`src/rtl/pong_pkg.sv`:
```
// rtl/pong_pkg.sv - shared state encoding and default geometry for the pong game controller
package pong_pkg;

   typedef enum logic [2:0] {
      IDLE  = 3'd0,
      SERVE = 3'd1,
      PLAY  = 3'd2,
      POINT = 3'd3,
      OVER  = 3'd4
   } game_state_t;

   localparam int DEF_CLKS_PER_MOVE = 250_000;
   localparam int DEF_ACTIVE_ROWS   = 480;
   localparam int DEF_ACTIVE_COLS   = 640;
   localparam int DEF_SIDE_LEN      = 16;
   localparam int DEF_PADDLE_H      = 64;
   localparam int DEF_PADDLE_X      = 16;
   localparam int DEF_WIN_SCORE     = 7;
   localparam int DEF_SERVE_MOVES   = 120;

endpackage

```
`src/rtl/pong_game_ctrl_if.sv`:
```
// rtl/pong_game_ctrl_if.sv - position inputs, ball strobes and score outputs of the game controller
interface pong_game_ctrl_if import pong_pkg::*; #(
   parameter int ACTIVE_COLS = DEF_ACTIVE_COLS,
   parameter int ACTIVE_ROWS = DEF_ACTIVE_ROWS,
   parameter int WIN_SCORE   = DEF_WIN_SCORE
);
   logic                             start;
   logic [$clog2(ACTIVE_COLS)-1:0]   ball_x;
   logic [$clog2(ACTIVE_ROWS)-1:0]   ball_y;
   logic [$clog2(ACTIVE_ROWS)-1:0]   paddle_l_y;
   logic [$clog2(ACTIVE_ROWS)-1:0]   paddle_r_y;
   logic                             move_tick;
   logic                             ball_load;
   logic                             serve_dir;
   logic                             flip_x;
   logic                             flip_y;
   logic [$clog2(WIN_SCORE+1)-1:0]   score_l;
   logic [$clog2(WIN_SCORE+1)-1:0]   score_r;
   logic                             game_over;
   logic                             winner;

   modport master (
      input  start, ball_x, ball_y, paddle_l_y, paddle_r_y,
      output move_tick, ball_load, serve_dir, flip_x, flip_y,
             score_l, score_r, game_over, winner
   );

   modport slave (
      output start, ball_x, ball_y, paddle_l_y, paddle_r_y,
      input  move_tick, ball_load, serve_dir, flip_x, flip_y,
             score_l, score_r, game_over, winner
   );
endinterface

```
`src/rtl/move_tick_gen.sv`:
```
// rtl/move_tick_gen.sv - free-running move timebase, tick high on the counter wrap cycle
module move_tick_gen #(
   parameter int CLKS_PER_MOVE = 250_000
) (
   input  logic i_clk,
   input  logic i_rst_n,
   output logic o_tick
);
   localparam int             CW     = $clog2(CLKS_PER_MOVE + 1);
   localparam logic [CW-1:0]  C_LAST = CW'(CLKS_PER_MOVE - 1);

   logic [CW-1:0] r_cnt;

   always_ff @(posedge i_clk or negedge i_rst_n) begin
      if (!i_rst_n) begin
         r_cnt <= '0;
      end else if (r_cnt == C_LAST) begin
         r_cnt <= '0;
      end else begin
         r_cnt <= r_cnt + CW'(1);
      end
   end

   assign o_tick = (r_cnt == C_LAST);
endmodule

```
`src/rtl/pong_game_ctrl.sv`:
```
// rtl/pong_game_ctrl.sv - serve/play/point/over sequencer with collision detection and scoring
module pong_game_ctrl import pong_pkg::*; #(
   parameter int CLKS_PER_MOVE = DEF_CLKS_PER_MOVE,
   parameter int ACTIVE_ROWS   = DEF_ACTIVE_ROWS,
   parameter int ACTIVE_COLS   = DEF_ACTIVE_COLS,
   parameter int SIDE_LEN      = DEF_SIDE_LEN,
   parameter int PADDLE_H      = DEF_PADDLE_H,
   parameter int PADDLE_X      = DEF_PADDLE_X,
   parameter int WIN_SCORE     = DEF_WIN_SCORE,
   parameter int SERVE_MOVES   = DEF_SERVE_MOVES
) (
   input  logic               clk,
   input  logic               rst_n,
   pong_game_ctrl_if.master   bus
);
   localparam int XW = $clog2(ACTIVE_COLS);
   localparam int YW = $clog2(ACTIVE_ROWS);
   localparam int SW = $clog2(WIN_SCORE + 1);
   localparam int DW = $clog2(SERVE_MOVES + 1);

   // One extra bit on geometry so position+size sums never wrap
   localparam logic [XW:0]   C_MISS_R  = (XW+1)'(ACTIVE_COLS - SIDE_LEN);
   localparam logic [XW:0]   C_PAD_L   = (XW+1)'(PADDLE_X);
   localparam logic [XW:0]   C_PAD_R   = (XW+1)'(ACTIVE_COLS - PADDLE_X);
   localparam logic [XW:0]   C_SIDE_X  = (XW+1)'(SIDE_LEN);
   localparam logic [YW:0]   C_SIDE_Y  = (YW+1)'(SIDE_LEN);
   localparam logic [YW:0]   C_PAD_H   = (YW+1)'(PADDLE_H);
   localparam logic [YW:0]   C_WALL_B  = (YW+1)'(ACTIVE_ROWS - SIDE_LEN);
   localparam logic [SW-1:0] C_WIN     = SW'(WIN_SCORE);
   localparam logic [DW-1:0] C_DLY_END = DW'(SERVE_MOVES - 1);

   game_state_t   r_state;
   logic          r_start_q;
   logic [DW-1:0] r_delay;
   logic [SW-1:0] r_score_l, r_score_r;
   logic          r_move_tick, r_ball_load, r_serve_dir, r_flip_x, r_flip_y;
   logic          r_game_over, r_winner;

   logic          w_tick, w_start_rise, w_delay_done;
   logic [XW:0]   w_bx;
   logic [YW:0]   w_by, w_pl, w_pr;
   logic          w_overlap_l, w_overlap_r, w_hit_l, w_hit_r, w_wall, w_miss_l, w_miss_r;
   logic [SW-1:0] w_score_l_inc, w_score_r_inc;

   move_tick_gen #(.CLKS_PER_MOVE(CLKS_PER_MOVE)) u_move_tick_gen (
      .i_clk   (clk),
      .i_rst_n (rst_n),
      .o_tick  (w_tick)
   );

   assign w_start_rise = bus.start & ~r_start_q;
   assign w_delay_done = (r_delay == C_DLY_END);

   assign w_bx = {1'b0, bus.ball_x};
   assign w_by = {1'b0, bus.ball_y};
   assign w_pl = {1'b0, bus.paddle_l_y};
   assign w_pr = {1'b0, bus.paddle_r_y};

   assign w_overlap_l = (w_by + C_SIDE_Y > w_pl) && (w_by < w_pl + C_PAD_H);
   assign w_overlap_r = (w_by + C_SIDE_Y > w_pr) && (w_by < w_pr + C_PAD_H);
   assign w_hit_l     = (w_bx == C_PAD_L) && w_overlap_l;
   assign w_hit_r     = (w_bx + C_SIDE_X == C_PAD_R) && w_overlap_r;
   assign w_wall      = (w_by == '0) || (w_by == C_WALL_B);
   assign w_miss_l    = (w_bx == '0);
   assign w_miss_r    = (w_bx == C_MISS_R);

   assign w_score_l_inc = (r_score_l == C_WIN) ? r_score_l : r_score_l + SW'(1);
   assign w_score_r_inc = (r_score_r == C_WIN) ? r_score_r : r_score_r + SW'(1);

   always_ff @(posedge clk or negedge rst_n) begin
      if (!rst_n) begin
         r_state     <= IDLE;
         r_start_q   <= 1'b0;
         r_delay     <= '0;
         r_score_l   <= '0;
         r_score_r   <= '0;
         r_move_tick <= 1'b0;
         r_ball_load <= 1'b0;
         r_serve_dir <= 1'b1;
         r_flip_x    <= 1'b0;
         r_flip_y    <= 1'b0;
         r_game_over <= 1'b0;
         r_winner    <= 1'b0;
      end else begin
         r_start_q   <= bus.start;
         r_move_tick <= 1'b0;
         r_ball_load <= 1'b0;
         r_flip_x    <= 1'b0;
         r_flip_y    <= 1'b0;
         case (r_state)
            IDLE: begin
               if (w_start_rise) begin
                  r_state     <= SERVE;
                  r_ball_load <= 1'b1;
               end
            end
            SERVE: begin
               if (w_tick) begin
                  if (w_delay_done) begin
                     r_delay <= '0;
                     r_state <= PLAY;
                  end else begin
                     r_delay <= r_delay + DW'(1);
                  end
               end
            end
            PLAY: begin
               // A miss suppresses the step and every flip on that tick
               if (w_tick) begin
                  if (w_miss_l) begin
                     r_score_r   <= w_score_r_inc;
                     r_serve_dir <= 1'b0;
                     r_state     <= POINT;
                  end else if (w_miss_r) begin
                     r_score_l   <= w_score_l_inc;
                     r_serve_dir <= 1'b1;
                     r_state     <= POINT;
                  end else begin
                     r_move_tick <= 1'b1;
                     r_flip_x    <= w_hit_l | w_hit_r;
                     r_flip_y    <= w_wall;
                  end
               end
            end
            POINT: begin
               if (w_tick) begin
                  if (w_delay_done) begin
                     r_delay <= '0;
                     if ((r_score_l == C_WIN) || (r_score_r == C_WIN)) begin
                        r_state     <= OVER;
                        r_game_over <= 1'b1;
                        r_winner    <= (r_score_r == C_WIN);
                     end else begin
                        r_state     <= SERVE;
                        r_ball_load <= 1'b1;
                     end
                  end else begin
                     r_delay <= r_delay + DW'(1);
                  end
               end
            end
            OVER: begin
               if (w_start_rise) begin
                  r_score_l   <= '0;
                  r_score_r   <= '0;
                  r_serve_dir <= 1'b1;
                  r_game_over <= 1'b0;
                  r_winner    <= 1'b0;
                  r_ball_load <= 1'b1;
                  r_state     <= SERVE;
               end
            end
            default: r_state <= IDLE;
         endcase
      end
   end

   assign bus.move_tick = r_move_tick;
   assign bus.ball_load = r_ball_load;
   assign bus.serve_dir = r_serve_dir;
   assign bus.flip_x    = r_flip_x;
   assign bus.flip_y    = r_flip_y;
   assign bus.score_l   = r_score_l;
   assign bus.score_r   = r_score_r;
   assign bus.game_over = r_game_over;
   assign bus.winner    = r_winner;
endmodule
```
`src/flat_wrapper.sv`:
```
// flat-port wrapper written by rule: the top's interface ports become plain ports
module pong_game_ctrl_flat import pong_pkg::*;
#(
   parameter int CLKS_PER_MOVE = DEF_CLKS_PER_MOVE,
   parameter int ACTIVE_ROWS   = DEF_ACTIVE_ROWS,
   parameter int ACTIVE_COLS   = DEF_ACTIVE_COLS,
   parameter int SIDE_LEN      = DEF_SIDE_LEN,
   parameter int PADDLE_H      = DEF_PADDLE_H,
   parameter int PADDLE_X      = DEF_PADDLE_X,
   parameter int WIN_SCORE     = DEF_WIN_SCORE,
   parameter int SERVE_MOVES   = DEF_SERVE_MOVES
)
  (clk, rst_n, bus_start, bus_ball_x, bus_ball_y, bus_paddle_l_y, bus_paddle_r_y, bus_move_tick, bus_ball_load, bus_serve_dir, bus_flip_x, bus_flip_y, bus_score_l, bus_score_r, bus_game_over, bus_winner);
  pong_game_ctrl_if #(.ACTIVE_COLS(ACTIVE_COLS), .ACTIVE_ROWS(ACTIVE_ROWS), .WIN_SCORE(WIN_SCORE)) bus_i ();
  input  logic clk;
  input  logic rst_n;
  input wire logic [$bits(bus_i.start)-1:0] bus_start;
  input wire logic [$bits(bus_i.ball_x)-1:0] bus_ball_x;
  input wire logic [$bits(bus_i.ball_y)-1:0] bus_ball_y;
  input wire logic [$bits(bus_i.paddle_l_y)-1:0] bus_paddle_l_y;
  input wire logic [$bits(bus_i.paddle_r_y)-1:0] bus_paddle_r_y;
  output wire logic [$bits(bus_i.move_tick)-1:0] bus_move_tick;
  output wire logic [$bits(bus_i.ball_load)-1:0] bus_ball_load;
  output wire logic [$bits(bus_i.serve_dir)-1:0] bus_serve_dir;
  output wire logic [$bits(bus_i.flip_x)-1:0] bus_flip_x;
  output wire logic [$bits(bus_i.flip_y)-1:0] bus_flip_y;
  output wire logic [$bits(bus_i.score_l)-1:0] bus_score_l;
  output wire logic [$bits(bus_i.score_r)-1:0] bus_score_r;
  output wire logic [$bits(bus_i.game_over)-1:0] bus_game_over;
  output wire logic [$bits(bus_i.winner)-1:0] bus_winner;
  assign bus_i.start = bus_start;
  assign bus_i.ball_x = bus_ball_x;
  assign bus_i.ball_y = bus_ball_y;
  assign bus_i.paddle_l_y = bus_paddle_l_y;
  assign bus_i.paddle_r_y = bus_paddle_r_y;
  assign bus_move_tick = bus_i.move_tick;
  assign bus_ball_load = bus_i.ball_load;
  assign bus_serve_dir = bus_i.serve_dir;
  assign bus_flip_x = bus_i.flip_x;
  assign bus_flip_y = bus_i.flip_y;
  assign bus_score_l = bus_i.score_l;
  assign bus_score_r = bus_i.score_r;
  assign bus_game_over = bus_i.game_over;
  assign bus_winner = bus_i.winner;
  pong_game_ctrl #(.CLKS_PER_MOVE(CLKS_PER_MOVE), .ACTIVE_ROWS(ACTIVE_ROWS), .ACTIVE_COLS(ACTIVE_COLS), .SIDE_LEN(SIDE_LEN), .PADDLE_H(PADDLE_H), .PADDLE_X(PADDLE_X), .WIN_SCORE(WIN_SCORE), .SERVE_MOVES(SERVE_MOVES)) u_core (.clk(clk), .rst_n(rst_n), .bus(bus_i));
endmodule
```
`config.mk`:
```
export PLATFORM = sky130hd
export DESIGN_NAME = pong_game_ctrl_flat
export DESIGN_NICKNAME = d
export VERILOG_FILES = /design/src/rtl/pong_pkg.sv /design/src/rtl/pong_game_ctrl_if.sv /design/src/rtl/move_tick_gen.sv /design/src/rtl/pong_game_ctrl.sv /design/src/flat_wrapper.sv
export SDC_FILE = /design/constraint.sdc
export NUM_CORES = 1
export LEC_CHECK = 0
export ABC_AREA = 1
export BUFFER_PORTS_ARGS = -buffer_cell sky130_fd_sc_hd__buf_2
export CAP_MARGIN = 10
export CORE_ASPECT_RATIO = 1.25
export CORE_MARGIN = 2
export CORE_UTILIZATION = 50
export CTS_CLUSTER_SIZE = 30
export DETAILED_ROUTE_END_ITERATION = 8
export GPL_TIMING_DRIVEN = 0
export PLACE_DENSITY = 0.72
export SLEW_MARGIN = 30
export SYNTH_ARGS = -nofsm -noshare
export SYNTH_HDL_FRONTEND = slang
export SYNTH_SLANG_ARGS = --single-unit
```
`constraint.sdc`:
```
create_clock -name clk -period 2.6 [get_ports clk]
set_input_delay 0.65 -clock clk [delete_from_list [all_inputs] [get_ports clk]]
set_output_delay 0.65 -clock clk [all_outputs]
set_load 0.05 [all_outputs]
```
== Word-level counts from Yosys, hierarchy flattened ==
Index checks and enable logic that the tools add are counted.
Word-level totals
  output and inout bits: 13
  word-level logic and storage cells: 126
  register bits: 42
Cells by class
  add/sub/neg operators: 8
  mux-type cells: 53
  bitwise gates (word level): 3
  $lt $le $gt $ge: 4
  eq/ne operators: 26
  reductions and logical operators: 19
Operator list (count)
  2-to-1 mux 3 bit: 17
  2-to-1 mux 1 bit: 27
  adder 9 x 7 -> 10 bit, second input constant: 2
  > comparator 10 x 9 -> 1 bit: 2
  less-than comparator 9 x 10 -> 1 bit: 2
  adder 18 x 1 -> 18 bit, second input constant: 1
  equality test 18 bit, second input constant: 1
  2-to-1 mux 18 bit: 1
  != test 2 x 1 -> 1 bit, second input constant: 7
  != test 2 bit, second input constant: 6
  case mux 3 bit (2 select lines): 2
  case mux 3 bit (4 select lines): 1
  adder 10 x 5 -> 11 bit, second input constant: 1
  equality test 11 x 10 -> 1 bit, second input constant: 1
  zero test 11 bit: 1
  adder 9 x 5 -> 10 bit, second input constant: 1
  equality test 10 bit, second input constant: 1
  equality test 10 x 5 -> 1 bit, second input constant: 1
  zero test 10 bit: 1
  AND reduction 5 bit: 2
  equality test 3 bit, second input constant: 3
  equality test 9 bit, second input constant: 1
  case mux 1 bit (2 select lines): 4
  adder 7 x 1 -> 7 bit, second input constant: 1
  other kinds (18): 26

== Longest topological paths before layout ==
  depth after elaboration: 9
  depth in mapped cells: 12
  gate-level depth less buffers: 12

== Hierarchy ==
A second synthesis with hierarchy kept.
Unflattened totals
  cells, all modules: 456
  area total of the unflattened synthesis: 3304.4 µm²
By module, submodules not included
  pong_game_ctrl: cells each 311, sequential area each 601.8 µm², area each 2238.4 µm², instances 1
  move_tick_gen: cells each 145, sequential area each 450.4 µm², area each 1066.0 µm², instances 1

== Worst setup path after synthesis ==
No wires, ideal clock.
  path type: input to register
  from: input bus_ball_y[4]
  to: register u_core.r_flip_x (netlist: u_core.bus.flip_x)
  stages: 10
  setup slack: 0.632 ns
  data arrival time: 1.847 ns
  buffers on the path: 0
  library setup time: 0.121 ns
  path through: inv_1 ha_1 ha_1 nand2_1 nor2_1 nand4_1 o21ai_0 nor2_1 nand2_1 a21oi_1
Between the ends
  longest elaborated chain between the ends: 9
  elaborated cells on any way between the ends: 14
  those cells by class: add/sub: 1; order compare: 4; mux: 4; bitwise: 1; reduce/logical: 4
Ends and longest elaborated chain
  from (decl): line flat_wrapper.sv:19  | input wire logic [$bits(bus_i.ball_y)-1:0] bus_ball_y;
  adder 9 x 5 -> 10 bit: line pong_game_ctrl.sv:59, pong_game_ctrl.sv:60
  > comparator 10 x 9 -> 1 bit (on tied branches): line pong_game_ctrl.sv:59, pong_game_ctrl.sv:60
  logical AND 1 bit (on tied branches): line pong_game_ctrl.sv:59, pong_game_ctrl.sv:60
  logical AND 1 bit (on tied branches): line pong_game_ctrl.sv:61, pong_game_ctrl.sv:62
  OR 1 bit *: line pong_game_ctrl.sv:120  | r_flip_x <= w_hit_l | w_hit_r;
  2-to-1 mux 1 bit *: line pong_game_ctrl.sv:114  | end else if (w_miss_r) begin
  2-to-1 mux 1 bit *: line pong_game_ctrl.sv:110  | if (w_miss_l) begin
  2-to-1 mux 1 bit *: line pong_game_ctrl.sv:109  | if (w_tick) begin
  2-to-1 mux 1 bit *: line pong_game_ctrl.sv:90  | case (r_state)
  to (signal assigned): line pong_game_ctrl.sv:120
  to (decl): line pong_game_ctrl.sv:36  | logic r_move_tick, r_ball_load, r_serve_dir, r_flip_x, r_flip_y;
Mark *: on every way between the ends. The rest lies on a longest branch, timed or not.
A chain may end at the register's enable or synchronous reset.

== Final worst setup path ==
Ends and elaborated chain as after synthesis.

==> out/qor.txt <==
status - completed
final core occ - 58.94%
Crit. path cell count - 11
die height - 96.41 µm
Power Internal - 1315 µW
largest net degree at the start of global routing - 43
most common cell in the synthesized netlist - nand2_1
Worst Setup End Kind - flip-flop
CTS resizes - 0
Slew headroom - 65.04%
Skew-Pair Late Insertion Delay - 300 ps
combinational power share - 41.5%
Non-Filler Instances - 618
ANT cells - 0
Post-synth top flop - dfrtp_1
Final min period - 2072 ps
Synth top area share - 30.04%
Reg2Reg Depth - 10
P&R area growth vs syn - 13.99%
Net Count, Synth - 550
synthesized instance count - 471
Rows - 33
clock network fraction of total power - 22.7%
vias - 3065
Tot GR Track Use - 20.56%
die width - 77.93 µm
TNS Setup - 0 ps
fillers - 631
final setup skew - 11.23 ps
Final setup violation count - 0
TritonRoute pass-1 iters - 4
register area share after synthesis - 30.81%
Lkg Pwr - 0.002264 µW
initial antenna violation count - 0
Peak Freq - 482.6 MHz
part of the power in registers - 35.8%
tightest hold margin - 324.1 ps
Commonest cells post-synth - nand2_1, inv_1, nor2_1
max-slew violation count - 0
CTS max path bufs - 2
crit-path max FO - 6
Via density - 4.960
YS warnings - 0
Async SR Flop Fraction - 100.0%
placed cells - 610
Post-DRT Antenna Nets - 0
WP data required - 2790 ps
delay-heaviest family, CP - adder cells
Die ar. - 7513 µm²
DRC errors left - 0
post-CTS setup buffer count - 0
first-pass GRT wire length - 12430 µm
crit-path cells - buf_2 > inv_1 > ha_1 > ha_1 > nand2_1 > nor2_1 > nand4_1 > o21ai_0 > nor2_1 > nand2_1 > a21oi_1
CTS tree - yes
hold crit path type - primary input to asynchronous set/reset pin
RSZ-0062 raised after global routing - no
CP peak stage delay - 350 ps
Initial Util - 51.70%
fin nets - 609
Avg WL per Cell - 11.98 µm
CTS Sinks - 42
worst path arrival time - 2260 ps
initial drt markers - 93
vias in the first global route - 2877
Clk pin slew, worst setup/hold paths - 80 ps
dpl hpwl - 6081 µm
WS Path Type - primary input to flip-flop
Fin. Hold Viols - 0
Post-Syn Area - 3416 µm²
Max Cap Violations - 0
Synth Register Bits - 42
Worst setup SP type - primary input
io pins - 53
Overflow after GRT - 0
Buffers on Ports - 52
Area contributors post-synth - dfrtp_1, ha_1, nand2_1
Slew @ Worst Pin - 524.4 ps
hold-fix buffers at CTS - 0
Max VDD drop - 0.6077 mV
H-tree levels - 2
Yosys top cell by area - dfrtp_1
root buffer cell - clkbuf_8
Synth Area per Inst - 7.252 µm²
period utilisation layout - 79.69%
gpl congestion - 0.8830
Synth cell types - 33
WL final - 7401 µm
Pwr Density - 573.5 nW/µm²
CP max stage cell - ha_1
layout cell share with drive strength beyond 1 - 17.14%
switching power total - 918.0 µW
CP Buf/Inv Count - 2
sw frac - 41.11%
clock buffer count from CTS - 5
Post-synth EDFFs - 0
core area - 6606 µm²
[metal layers]
layer | track usage, % | up-vias | share of wire [%]
li1 | - | 1607 | -
met1 | 23.52 | 1385 | 42
met2 | 39.51 | 61 | 53
met3 | 2.974 | 12 | 3.3
met4 | 6.433 | 0 | 1.5
met5 | 0 | - | 0
[area by class of cell]
class | instances | area (µm²) | share of cell area (%)
Tap cell | 87 | 108.9 | 2.796
Clock buffer | 7 | 76.32 | 1.960
Timing Repair Buffer | 52 | 262.8 | 6.748
Clock inverter | 1 | 30.03 | 0.7712
Multi-Input combinational cell | 336 | 2012 | 51.67
Sequential cell | 42 | 1052 | 27.02
Inverter | 93 | 351.6 | 9.030
[sequential cells by signal (all words and copies together), names as in the netlist, 3 cells and up]
register,cells
u_core.bus.score_l,3
u_core.bus.score_r,3
u_core.r_delay,7
u_core.r_state,3
u_core.u_move_tick_gen.r_cnt,18
[cells in the final DEF, fill, tap and decap left out, types with 2 or more instances in the layout]
cell / netlist / routed
clkbuf_8: 0 / 5
xor2_1: 12 / 12
buf_2: 0 / 51
nand4_1: 8 / 8
nor2_1: 51 / 51
nand3_1: 40 / 40
ha_1: 39 / 39
inv_2: 3 / 3
nand3_2: 4 / 4
clkbuf_1: 0 / 2
o21ai_1: 8 / 8
nand3b_1: 3 / 3
or2_2: 2 / 2
nor2_4: 3 / 3
nor3_1: 6 / 6
dfrtp_1: 41 / 41
inv_1: 89 / 89
o21ai_0: 15 / 15
xnor2_1: 4 / 4
nor2_2: 6 / 6
nand2_2: 4 / 4
nand2_1: 98 / 98
a21oi_1: 18 / 18
nand2_4: 5 / 5
[final timing paths]
kind                                      startpoint                                to  slack [ps]
min in group clk                u_core.bus.serve_dir              u_core.bus.serve_dir         480
worst min-delay path                           rst_n                 u_core.r_delay[4]         320
worst max register to register     u_core.r_delay[0]                 u_core.r_state[1]         860
max in group asynchronous                      rst_n  u_core.u_move_tick_gen.r_cnt[13]        1900
worst min register to register  u_core.bus.serve_dir              u_core.bus.serve_dir         480
worst max-delay path                   bus_ball_y[4]                 u_core.bus.flip_x         530
[per-stage QoR]
stage,power [µW],area [µm²],setup slack (ps)
global route,2387,3894,427.1
CTS,2254,3891,527.0
global placement,1708,3785,233.3
floorplan,1505,3416,631.8
finish,2233,3894,528.1
detailed placement,1733,3785,195.0
[cell families (layout without fill, tap and decap cells)]
logic type / count (synthesis) / count (layout) / synth area share (%)
DFF: 42 / 42 / 30.81
buffers and inverters: 93 / 153 / 10.29
adders and majority gates: 39 / 39 / 14.29
xor gates and xnor gates: 16 / 16 / 4.102
AOI/OAI and AO/OA: 46 / 46 / 7.143
and+or+nand+nor: 235 / 235 / 33.37
[power groups by stage]
stage / combinational (µW) / sequential [µW] / clock, µW
after global routing: 1030 / 810 / 545
after CTS: 932 / 797 / 525
after global placement: 901 / 808 / 0
final: 926 / 799 / 508
after detailed placement: 923 / 810 / 0
after floorplan: 497 / 1010 / 0
Note: power is estimated with default switching activity, not from simulation.
